### src/rtl/fcw_sweep.sv
// fcw_sweep: stepped linear frequency sweep generator feeding an NCO.
// A sweep runs from a start word to a stop word in fixed increments. Each word
// is held for dwell+1 cycles. Three sweep shapes are available: single-shot,
// repeating sawtooth and continuous triangle. All configuration is captured
// when a sweep is accepted, so the inputs may change freely during a sweep.
//
// Handshake: start is a one-cycle request that is honoured only while busy is
// low and abort is low. There is no back-pressure. abort takes priority over
// everything except reset. done pulses for one cycle in the first cycle that
// busy reads low after a single-shot sweep. A new start may be accepted in
// that same cycle.
module fcw_sweep #(
  parameter int N = 16,
  parameter int D = 16
) (
  input  logic         clk,
  input  logic         reset,
  input  logic         start,
  input  logic         abort,
  input  logic [N-1:0] f_start,
  input  logic [N-1:0] f_stop,
  input  logic [N-1:0] f_step,
  input  logic [D-1:0] dwell,
  input  logic [1:0]   mode,
  output logic [N-1:0] fcw,
  output logic         busy,
  output logic         done,
  output logic [1:0]   dbg_state_o
);

  typedef enum logic [1:0] {
    S_IDLE = 2'd0,
    S_UP   = 2'd1,
    S_DOWN = 2'd2
  } state_t;

  localparam logic [1:0] MODE_REPEAT   = 2'd1;
  localparam logic [1:0] MODE_TRIANGLE = 2'd2;

  state_t       state_q, state_d;
  logic [N-1:0] fcw_q, fcw_d;
  logic [D-1:0] cnt_q, cnt_d;
  logic         done_q, done_d;

  // Configuration captured on an accepted start.
  logic [N-1:0] start_q, start_d;
  logic [N-1:0] stop_q, stop_d;
  logic [N-1:0] step_q, step_d;
  logic [D-1:0] dwell_q, dwell_d;
  logic [1:0]   mode_q, mode_d;

  // Candidate words for the next step in each direction.
  logic [N:0]   sum_w;
  logic [N:0]   diff_w;
  logic [N-1:0] up_next;
  logic [N-1:0] down_next;
  logic         expired;

  // Clamped increment and decrement, one extra bit to catch carry and borrow.
  always_comb begin
    sum_w     = {1'b0, fcw_q} + {1'b0, step_q};
    diff_w    = {1'b0, fcw_q} - {1'b0, step_q};
    up_next   = (sum_w > {1'b0, stop_q}) ? stop_q : sum_w[N-1:0];
    down_next = (diff_w[N] || (diff_w[N-1:0] < start_q)) ? start_q : diff_w[N-1:0];
    expired   = (cnt_q == '0);
  end

  // Next-state logic: idle/accept, dwell countdown, end-of-leg decisions.
  always_comb begin
    state_d = state_q;
    fcw_d   = fcw_q;
    cnt_d   = cnt_q;
    done_d  = 1'b0;
    start_d = start_q;
    stop_d  = stop_q;
    step_d  = step_q;
    dwell_d = dwell_q;
    mode_d  = mode_q;

    if (abort) begin
      state_d = S_IDLE;
      fcw_d   = '0;
      cnt_d   = '0;
    end else begin
      case (state_q)
        S_IDLE: begin
          if (start) begin
            start_d = f_start;
            stop_d  = f_stop;
            step_d  = f_step;
            dwell_d = dwell;
            mode_d  = mode;
            fcw_d   = f_start;
            cnt_d   = dwell;
            state_d = S_UP;
          end
        end

        S_UP: begin
          if (!expired) begin
            cnt_d = cnt_q - {{(D-1){1'b0}}, 1'b1};
          end else begin
            cnt_d = dwell_q;
            if (fcw_q < stop_q) begin
              fcw_d = up_next;
            end else begin
              case (mode_q)
                MODE_REPEAT: begin
                  fcw_d = start_q;
                end
                MODE_TRIANGLE: begin
                  // The stop word gets a single dwell; turn around immediately.
                  state_d = S_DOWN;
                  fcw_d   = down_next;
                end
                default: begin
                  state_d = S_IDLE;
                  done_d  = 1'b1;
                end
              endcase
            end
          end
        end

        S_DOWN: begin
          if (!expired) begin
            cnt_d = cnt_q - {{(D-1){1'b0}}, 1'b1};
          end else begin
            cnt_d = dwell_q;
            if (fcw_q > start_q) begin
              fcw_d = down_next;
            end else begin
              // The start word is the bottom of the triangle; head back up.
              state_d = S_UP;
              fcw_d   = up_next;
            end
          end
        end

        default: begin
          state_d = S_IDLE;
          fcw_d   = '0;
          cnt_d   = '0;
        end
      endcase
    end
  end

  // State and configuration registers with synchronous reset.
  always_ff @(posedge clk) begin
    if (reset) begin
      state_q <= S_IDLE;
      fcw_q   <= '0;
      cnt_q   <= '0;
      done_q  <= 1'b0;
      start_q <= '0;
      stop_q  <= '0;
      step_q  <= '0;
      dwell_q <= '0;
      mode_q  <= '0;
    end else begin
      state_q <= state_d;
      fcw_q   <= fcw_d;
      cnt_q   <= cnt_d;
      done_q  <= done_d;
      start_q <= start_d;
      stop_q  <= stop_d;
      step_q  <= step_d;
      dwell_q <= dwell_d;
      mode_q  <= mode_d;
    end
  end

  assign fcw         = fcw_q;
  assign busy        = (state_q != S_IDLE);
  assign done        = done_q;
  assign dbg_state_o = state_q;

endmodule

### config.mk
export PLATFORM = sky130hd
export DESIGN_NAME = fcw_sweep
export DESIGN_NICKNAME = d
export VERILOG_FILES = /design/src/rtl/fcw_sweep.sv
export SDC_FILE = /design/constraint.sdc
export NUM_CORES = 1
export LEC_CHECK = 0
export ABC_AREA = 0
export ABC_CLOCK_PERIOD_IN_PS = 8270
export CAP_MARGIN = 20
export CORE_MARGIN = 8
export CORE_UTILIZATION = 62
export CTS_BUF_LIST = sky130_fd_sc_hd__clkbuf_16
export CTS_CLUSTER_DIAMETER = 40
export CTS_CLUSTER_SIZE = 10
export DETAILED_ROUTE_END_ITERATION = 10
export HOLD_SLACK_MARGIN = 0.15
export PLACE_DENSITY = 0.87
export SYNTH_ARGS = -nofsm -noshare
export SYNTH_HDL_FRONTEND = slang
export SYNTH_SLANG_ARGS = --single-unit
### constraint.sdc
create_clock -name clk -period 8.27 [get_ports clk]
set_clock_uncertainty 0.2 [all_clocks]
set_input_delay 0.827 -clock clk [delete_from_list [all_inputs] [get_ports clk]]
set_output_delay 0.827 -clock clk [all_outputs]
set_load 0.02 [all_outputs]
==> results of run 1 <==
[power groups by stage]
| stage | clock, mW | sequential (mW) | combinational (mW) |
|---|---|---|---|
| CTS | 0.418 | 0.537 | 0.663 |
| global route | 0.437 | 0.542 | 0.745 |
| finish | 0.413 | 0.539 | 0.677 |
| global placement | 0 | 0.547 | 0.652 |
| detailed placement | 0 | 0.549 | 0.657 |
| floorplan | 0 | 0.545 | 0.471 |
[sequential cells by signal (all words and copies together) (netlist names)]
name / cells
cnt_q: 16
dwell_q: 16
done: 1
step_q: 16
dbg_state_o: 2
fcw: 16
mode_q: 2
stop_q: 16
start_q: 16
[layer usage]
layer,share of wire,vias to the layer above
li1,-,3919
met1,0.42,3715
met2,0.46,294
met3,0.087,47
met4,0.025,0
met5,0,-
[placed cells by master, fill, tap and decap left out, drive strengths merged, types with 12 or more instances in the layout]
cell type / netlist / routed
nand2: 209 / 209
a21oi: 117 / 117
ha: 101 / 101
dfxtp: 101 / 101
clkdlybuf4s50: 0 / 88
inv: 76 / 80
nor2: 68 / 68
o21ai: 53 / 53
xnor2: 25 / 25
mux2i: 25 / 25
nand3: 16 / 16
a22oi: 16 / 16
nor3: 13 / 13
nor2b: 12 / 12
a211oi: 12 / 12
o221ai: 12 / 12
[final cells by class]
| cell class | instances | area share |
|---|---|---|
| clock buffer | 9 | 0.0242 |
| tap | 172 | 0.0231 |
| clock inverter | 5 | 0.00483 |
| multi-input combinational | 846 | 0.597 |
| timing repair buffer | 99 | 0.103 |
| sequential | 101 | 0.217 |
| inverter | 77 | 0.0310 |
[how the worst max path moves through the flow]
stage	slack [ns]	end	cells past startpoint	start
floorplan	3.59	fcw[7]$_SDFFE_PP0P_	21	fcw[1]$_SDFFE_PP0P_
global placement	3.26	fcw[0]$_SDFFE_PP0P_	20	fcw[1]$_SDFFE_PP0P_
detailed placement	3.14	fcw[0]$_SDFFE_PP0P_	20	fcw[1]$_SDFFE_PP0P_
CTS	3.12	fcw[0]$_SDFFE_PP0P_	20	fcw[1]$_SDFFE_PP0P_
global route	2.65	fcw[1]$_SDFFE_PP0P_	20	step_q[1]$_SDFFE_PP0P_
finish	2.99	fcw[9]$_SDFFE_PP0P_	19	fcw[1]$_SDFFE_PP0P_
[per-stage QoR]
stage / util / hold slack (ns)
after global placement: 0.713 / 0.239
after floorplan: - / 0.233
after global routing: 0.735 / 0.275
after CTS: 0.735 / 0.256
final: 0.735 / 0.258
after detailed placement: 0.713 / 0.245
[kinds of logic (layout without fill, tap and decap cells)]
group / Yosys count / in the layout
adder cells (fa/ha/maj): 103 / 103
multiplexers: 28 / 28
AO/OA/AOI/OAI: 307 / 307
buffers and inverters: 128 / 190
AND/OR/NAND/NOR: 373 / 373
flip-flops: 101 / 101
XOR/XNOR: 35 / 35
[tightest hold or removal path: stages, from the launching register on]
cell     delay (ns)
dfxtp_1        0.31
nand2_1        0.05
a21oi_1        0.05
==> impl_metrics.tcl, run 1 <==
set metrics [dict create \
    status "complete, no violations" \
    synthArstFlopShare 0 \
    slowest_delay_ns 0.49 \
    p_sw_uw 635 \
    synth_edf_count 0 \
    p_clk_frac 0.253 \
    drive_gt1_frac 0.0405 \
    mappedNetlistNets 1248 \
    first_iter_violations 809 \
    dpl_cell_area_mm2 0.00904 \
    ys_ff_latch 101 \
    whs_endpoint "dwell_q[8]$_SDFFE_PP0P_" \
    crit_chain "ha_1, nor2b_1, o31ai_1, a21oi_1, a31o_2, a31oi_1, o21ai_0, xnor2_1, ha_1, a21o_1, a211oi_1, nor2b_1, o211a_1, a211oi_2, buf_4, mux2i_1, o22ai_1, a221oi_1, o21ai_0" \
    fin_area_mm2 0.00932 \
    synth_mux_area_frac 0.0356 \
    hpwl_um 18200 \
    multi_input_area_mm2 0.00556 \
    finalWorstSetupSlack_ns 2.99 \
    cp.required_ns 8.30 \
    worst-path-buf-inv 1 \
    fin_setup_tns_ns 0 \
    yosysTopAreaCell "dfxtp_1" \
    drc 0 \
    ys_types 74 \
    cts_hold_buf 0 \
    rsz0062_at_grt "no" \
    core_mm2 0.0127 \
    clockRootBuffer "clkbuf_16" \
    path_class "reg -> reg" \
    path_max_fanout 14 \
    synthAdderAreaFrac 0.161 \
    met1_usage 0.355 \
    yosys_warnings 0 \
    power_density_mw_per_mm2 175 \
    synth_ff_type "dfxtp_1" \
    reg2reg_slack_ns 2.99 \
    setup_viol 0 \
    fin_crit_ns 5.28 \
    fill_cells 1066 \
    drv_slew 0 \
    nets 1307 \
    clkLatencyLatePin_ns 0.36 \
    rr_startpoint "fcw[1]$_SDFFE_PP0P_" \
    cts_num_sinks 101 \
    syn_to_final_growth_pct 15.3 \
    grt_antenna_before_repair 0 \
    first_global_vias 7797 \
    grt.total_usage 0.290 \
    finalPower_mw 1.63 \
    yosysMostFrequentCell "nand2_1" \
    vias 7975 \
    cp-start-kind "flop" \
    synthSimpleGateAreaFrac 0.202 \
    post_cts_buffers 0 \
    post_cts_resize_count 0 \
    synth_top_family_by_area "compound AO/OA/AOI/OAI gates" \
    placed_cells 1294 \
    netlist_area_mm2 0.00808 \
    drt_wl_total_um 24100 \
    initial_core_util 0.638 \
    globalplace.congestion 0.911 \
    clk_pin_slew_ns 0.08 \
    ff2ff_path_depth 19 \
    worstReg2RegEnd "fcw[9]$_SDFFE_PP0P_" \
    grt_max_degree 69 \
    netlist.area_leader.share 0.250 \
    synth_area_per_cell_um2 7.52 \
    yosys-top-cells-count "nand2_1 (209), a21oi_1 (116), dfxtp_1 (101), ha_1 (101), inv_1 (76)" \
    path_delay_family "compound AO/OA/AOI/OAI gates" \
    synth_xor_area_frac 0.0379 \
    holdPathStages 2 \
    met3_usage 0.0787 \
    use_met2 0.485 \
    grt_most_used_layer "met2" \
    numPortBuffers 89 \
    cp_slowest_cell "dfxtp_1" \
    synth_cells 1075 \
    postRouteAntennaNets 0 \
    grt-ovfl-total 0 \
    routedWlPerCell_um 18.4 \
    fin_cells 1309 \
    regArea_mm2 0.00202 \
    worst_slew_pin_slew_ns 1.08 \
    max_cap_viol_count 0 \
    timing.final.crit_share 0.639 \
    cts_tree "yes" \
    fmax_mhz 189 \
    power_frac_seq 0.331 \
    synth_compound_area_frac 0.249 \
    worstHoldPathType "reg -> reg" \
    numCtsBuffers 9 \
    hold_viol 0 \
    die_h_um 130 \
    swShare 0.390 \
    rows 41 \
    max_slew_margin 0.278 \
    die_x_um 130 \
    grt_pass1_wl_um 38800 \
    ir_drop_mv 0.142 \
    cp.arrival_ns 5.32 \
    place_ws_ns 3.14 \
    dr.pass1.iters 6 \
    ios 90 \
    post_drt_via_cell_ratio 6.09 \
    comb_power_share 0.416 \
    antenna_cells 0 \
    synth_area_leaders "dfxtp_1 (25%), ha_1 (16%), nand2_1 (9.7%)" \
    worstSetupEndpointType "flop" \
    p_int_uw 994 \
    p_leak_nw 3.74 \
    die-area_mm2 0.0169 \
    htree_levels 3 \
    synth.yosys.seq_area_share 0.250 \
    hold_start "dwell_q[8]$_SDFFE_PP0P_" \
    clk_path_buf_depth 2 \
]
Power figures use the tool's default switching activity.
==> run 2, diff against run 1 <==
Settings changed: ABC_CLOCK_PERIOD_IN_PS 8270 to 4600, CORE_UTILIZATION 62 to 52, PLACE_DENSITY 0.87 to 0.78.
Clock period 8.27 ns to 4.6 ns, I/O delays scaled along.
==> run 2 against run 1 <==
  * The flow now finishes with violations (setup timing)
  * Hold slack lost 0.0018 ns
  * Power grew 100%
  * Sequential power grew 78%
  * Cell count grew 11%
  * Setup slack lost 3.2 ns
  * Die area grew 17%
  * Global-route usage shrank 2.4 points
  * Critical endpoint is now fcw[0]$_SDFFE_PP0P_
  * Largest cell class unchanged
  * Largest power group unchanged
==> impl_metrics.tcl, run 2 (synthesis results as in run 1) <==
set metrics [dict create \
    rsz0062_at_grt "yes" \
    postRouteAntennaNets 0 \
    cp.arrival_ns 4.85 \
    clkLatencyLatePin_ns 0.36 \
    clockRootBuffer "clkbuf_16" \
    core_mm2 0.0152 \
    antenna_cells 0 \
    initial_core_util 0.532 \
    final_common_cell "nand2_1" \
    grt_pass1_wl_um 42900 \
    die_h_um 141 \
    first_iter_violations 576 \
    htree_levels 3 \
    cts_num_sinks 101 \
    path_class "reg -> reg" \
    cts_hold_buf 0 \
    dr.pass1.iters 5 \
    max_cap_viol_count 0 \
    most-common-layout-cells "nand2_1 (209), buf_4 (122), a21oi_1 (114)" \
    cp.required_ns 4.64 \
    syn_to_final_growth_pct 30.2 \
    timing.final.crit_share 1.04 \
    max_slew_margin 0.322 \
    grt_max_degree 68 \
    finalWorstSetupSlack_ns -0.204 \
    status "finished, violations left" \
    violations "setup timing" \
    cts_tree "yes" \
    numCtsBuffers 9 \
    rows 45 \
    grt-ovfl-total 0 \
    fill_cells 1292 \
    finalPower_mw 3.29 \
    worstSetupEndpointType "flop" \
    clk_path_buf_depth 2 \
    regArea_mm2 0.00202 \
    drv_slew 0 \
    first_global_vias 8420 \
    setup_viol 15 \
    post_drt_via_cell_ratio 5.85 \
    routedWlPerCell_um 18.2 \
    fin_crit_ns 4.80 \
    die-area_mm2 0.0198 \
    fin_cells 1449 \
    worstHoldPathType "reg -> reg" \
    drive_gt1_frac 0.157 \
    die_x_um 141 \
    nets 1429 \
    p_leak_nw 4.42 \
    drt_wl_total_um 26400 \
    power_density_mw_per_mm2 312 \
    cp-start-kind "flop" \
    hpwl_um 20000 \
    grt_antenna_before_repair 1 \
    drc 0 \
    clk_pin_slew_ns 0.08 \
    globalplace.congestion 0.951 \
    hold_viol 0 \
    placed_cells 1406 \
    worst_slew_pin_slew_ns 1.01 \
    ir_drop_mv 0.213 \
    path_max_fanout 7 \
    numPortBuffers 89 \
    vias 8478 \
    ios 90 \
    fmax_mhz 208 \
    multi_input_area_mm2 0.00574 \
    grt.total_usage 0.265 \
]
==> run 2: worst paths after layout <==
| check | from | endpoint | slack (ns) | cells past startpoint |
|---|---|---|---|---|
| worst max-delay path | fcw[0]$_SDFFE_PP0P_ | fcw[0]$_SDFFE_PP0P_ | -0.20 | 22 |
| worst min-delay path | dwell_q[14]$_SDFFE_PP0P_ | dwell_q[14]$_SDFFE_PP0P_ | 0.26 | 2 |
| worst max register to register | fcw[0]$_SDFFE_PP0P_ | fcw[0]$_SDFFE_PP0P_ | -0.20 | 22 |
| worst min register to register | dwell_q[14]$_SDFFE_PP0P_ | dwell_q[14]$_SDFFE_PP0P_ | 0.26 | 2 |
==> run 2: metrics by stage <==
stage,setup slack [ns],utilization,cell area (µm²),hold slack [ns],TNS [ns]
after floorplan,0.00111,-,8090,0.233,0
after global placement,-0.621,0.645,9810,0.238,-7.41
after detailed placement,-0.563,0.645,9810,0.247,-6.47
after CTS,-0.0861,0.684,10400,0.259,-0.173
after global routing,-0.447,0.693,10500,0.281,-4.76
final,-0.204,0.693,10500,0.256,-1.42
==> run 2: final cells by class <==
cell class / count / share of cell area
clock buffer: 9 / 0.0214
multi-input combinational: 846 / 0.545
clock inverter: 7 / 0.00547
tap: 188 / 0.0223
inverter: 77 / 0.0275
timing repair buffer: 221 / 0.186
sequential: 101 / 0.192
==> run 2: layer usage <==
| layer | global-route usage | share of wire | vias to the layer above |
|---|---|---|---|
| li1 | - | - | 4172 |
| met1 | 0.339 | 0.44 | 3947 |
| met2 | 0.444 | 0.46 | 311 |
| met3 | 0.0523 | 0.075 | 46 |
| met4 | 0.0786 | 0.025 | 2 |
| met5 | 0 | 0.00034 | - |
==> run 2: worst max-delay path, stage by stage (launching register included) <==
cell and delay (ns):
dfxtp_2 0.34, inv_1 0.05, ha_1 0.23, fa_1 0.40
nand2b_1 0.20, a21oi_2 0.18, nor4b_1 0.10, o31a_4 0.38
o21bai_1 0.12, a21oi_1 0.10, xnor2_1 0.24, ha_1 0.30
a211oi_2 0.27, nor2b_2 0.19, o211a_1 0.16, buf_4 0.12
a2111oi_4 0.04, buf_4 0.20, bufbuf_16 0.26, buf_4 0.13
nor3b_1 0.14, o311ai_2 0.22, nand3_1 0.10
==> run 2: timing repair <==
action	CTS	global route
pin swaps	24	18
setup endpoints to repair	16	16
resized for setup	30	26
cloned	1	0
setup buffers	21	7
==> run 2: where the power goes <==
| group | total (mW) | internal (mW) | switching, mW |
|---|---|---|---|
| clock | 0.755 | 0.375 | 0.380 |
| combinational | 1.58 | 0.753 | 0.823 |
| sequential | 0.958 | 0.917 | 0.0410 |
| total | 3.29 | 2.05 | 1.24 |
==> run 3, diff against run 2 <==
Settings changed: CORE_MARGIN 8 to unset.
==> run 3 against run 2 <==
  * The flow still finishes with violations (setup timing)
  * Clock power increased by 9.9%
  * Critical path depth is 1 higher
  * Fmax fell by 1.1%
  * First-iteration DRC count increased by 19%
  * Wire length grew 0.19%
  * Non-clock buffer count fell by 5
  * Critical endpoint is now fcw[15]$_SDFFE_PP0P_
==> impl_metrics.tcl, run 3 (synthesis results as in run 1) <==
set metrics [dict create \
    comb_power_share 0.493 \
    post_drt_via_cell_ratio 5.99 \
    crit_chain "inv_2, buf_4, fa_2, o21bai_4, a2111o_1, nand3_2, a311o_1, o21ai_1, a21oi_1, xnor2_1, ha_1, nand4_1, nor4_4, a21boi_4, nor4_4, o221ai_2, buf_6, buf_12, buf_4, a21o_1, a31oi_1, o21ai_1, o211ai_1" \
    p_clk_frac 0.235 \
    cts_tree "yes" \
    grt-ovfl-total 0 \
    p_int_mw 2.20 \
    vias 8653 \
    numPortBuffers 89 \
    fin_crit_ns 4.85 \
    max_slew_margin 0.208 \
    finalWorstSetupSlack_ns -0.255 \
    postRouteAntennaNets 0 \
    fin_area_mm2 0.0107 \
    cp.required_ns 4.65 \
    dpl_cell_area_mm2 0.00977 \
    grt_antenna_before_repair 0 \
    clk_pin_slew_ns 0.08 \
    whs_endpoint "dwell_q[10]$_SDFFE_PP0P_" \
    ir_drop_mv 0.264 \
    path_delay_family "compound AO/OA/AOI/OAI gates" \
    ff2ff_path_depth 23 \
    setup_viol 16 \
    die-area_mm2 0.0160 \
    max_cap_viol_count 0 \
    initial_core_util 0.532 \
    holdPathStages 2 \
    core_mm2 0.0152 \
    cp_slowest_cell "fa_2" \
    cp-start-kind "flop" \
    fin_util 0.703 \
    fin_setup_tns_ns -2.84 \
    first_global_vias 7952 \
    cts_hold_buf 0 \
    worstReg2RegEnd "fcw[15]$_SDFFE_PP0P_" \
    die_x_um 127 \
    timing.final.crit_share 1.06 \
    hold_start "dwell_q[10]$_SDFFE_PP0P_" \
    dr.pass1.iters 5 \
    clkLatencyLatePin_ns 0.37 \
    cp.arrival_ns 4.90 \
    hpwl_um 19100 \
    fill_cells 1217 \
    swShare 0.377 \
    rsz0062_at_grt "yes" \
    htree_levels 3 \
    ios 90 \
    cts_num_sinks 101 \
    numCtsBuffers 9 \
    fmax_mhz 206 \
    worst-path-buf-inv 5 \
    worstHoldPathType "reg -> reg" \
    grt.total_usage 0.319 \
    globalplace.congestion 0.951 \
    drt_wl_total_um 26400 \
    drv_slew 0 \
    rows 45 \
    path_class "reg -> reg" \
    syn_to_final_growth_pct 32.3 \
    drc 0 \
    path_max_fanout 4 \
    most-common-layout-cells "nand2_1 (207), buf_4 (113), a21oi_1 (109)" \
    nets 1425 \
    antenna_cells 0 \
    die_h_um 127 \
    p_leak_nw 4.44 \
    power_frac_seq 0.272 \
    slowest_delay_ns 0.42 \
    hold_viol 0 \
    worstSetupEndpointType "flop" \
    clk_path_buf_depth 2 \
    p_sw_mw 1.33 \
    reg2reg_slack_ns -0.25 \
    power_density_mw_per_mm2 330 \
    rr_startpoint "fcw[1]$_SDFFE_PP0P_" \
    grt_max_degree 68 \
    first_iter_violations 686 \
    violations "setup timing" \
    whs_ns 0.255 \
    grt_pass1_wl_um 40300 \
    status "finished, violations left" \
    drive_gt1_frac 0.173 \
    routedWlPerCell_um 18.3 \
    clockRootBuffer "clkbuf_16" \
    final_common_cell "nand2_1" \
    worst_slew_pin_slew_ns 1.18 \
]
run 3: changes by cell type in the layout (fill, tap and decap cells not counted), sizes merged:
cell,change
bufinv,+1
buf,-4
bufbuf,-1
clkinv,-3
a211oi,+1
inv,+1
clkinvlp,+1
run 3: per-stage QoR:
step | power [mW] | worst slack, ns | std cells
floorplan | 1.83 | 0.00111 | 1075
global placement | 2.35 | -0.616 | 1401
detailed placement | 2.38 | -0.718 | 1401
CTS | 3.31 | -0.120 | 1432
global route | 3.69 | -0.395 | 1445
finish | 3.53 | -0.255 | 1445
run 3: metal layers:
layer  vias up  global-route usage  part of all wire
li1       4151                   -                 -
met1      4053               0.415              0.43
met2       383               0.541              0.47
met3        66              0.0481             0.070
met4         0               0.106             0.030
met5         -                   0                 0
run 3: worst max path at each step:
stage	from	to	cells after the start
6_report	fcw[1]$_SDFFE_PP0P_	fcw[15]$_SDFFE_PP0P_	23
5_1_grt	step_q[5]$_SDFFE_PP0P_	fcw[9]$_SDFFE_PP0P_	21
4_1_cts	fcw[0]$_SDFFE_PP0P_	fcw[9]$_SDFFE_PP0P_	22
3_5_place_dp	fcw[0]$_SDFFE_PP0P_	fcw[2]$_SDFFE_PP0P_	23
3_3_place_gp	fcw[0]$_SDFFE_PP0P_	fcw[2]$_SDFFE_PP0P_	23
2_1_floorplan	fcw[1]$_SDFFE_PP0P_	fcw[0]$_SDFFE_PP0P_	20
run 3: layout make-up:
cell class                 instances  area [µm²]  area share
tap                              188         235      0.0220
sequential                       101        2030       0.189
clock inverter                     7        91.3     0.00854
multi-input combinational        847        5890       0.551
inverter                          77         289      0.0270
clock buffer                       9         225      0.0211
timing repair buffer             216        1930       0.181
run 3: timing repair:
item / CTS / global route
cloned: 0 / 1
setup buffers: 16 / 13
endpoints found under the setup margin: 16 / 16
pin swaps: 30 / 37
resized for setup: 36 / 52
run 3: power by group through the flow:
| stage | logic, mW | clock network, mW | registers, mW |
|---|---|---|---|
| after floorplan | 0.848 | 0 | 0.980 |
| after global placement | 1.38 | 0 | 0.974 |
| after detailed placement | 1.41 | 0 | 0.975 |
| after CTS | 1.52 | 0.835 | 0.955 |
| after global routing | 1.86 | 0.863 | 0.962 |
| final | 1.74 | 0.830 | 0.958 |
run 3: worst register-to-register path: cells and delay by family, from the launching register on:
kind,cells,cell delay [ns]
simple gates,4,0.70
fa+ha+maj,2,0.75
buf+inv,5,0.59
compound gates,11,1.96
flops,1,0.37
xor+xnor,1,0.16
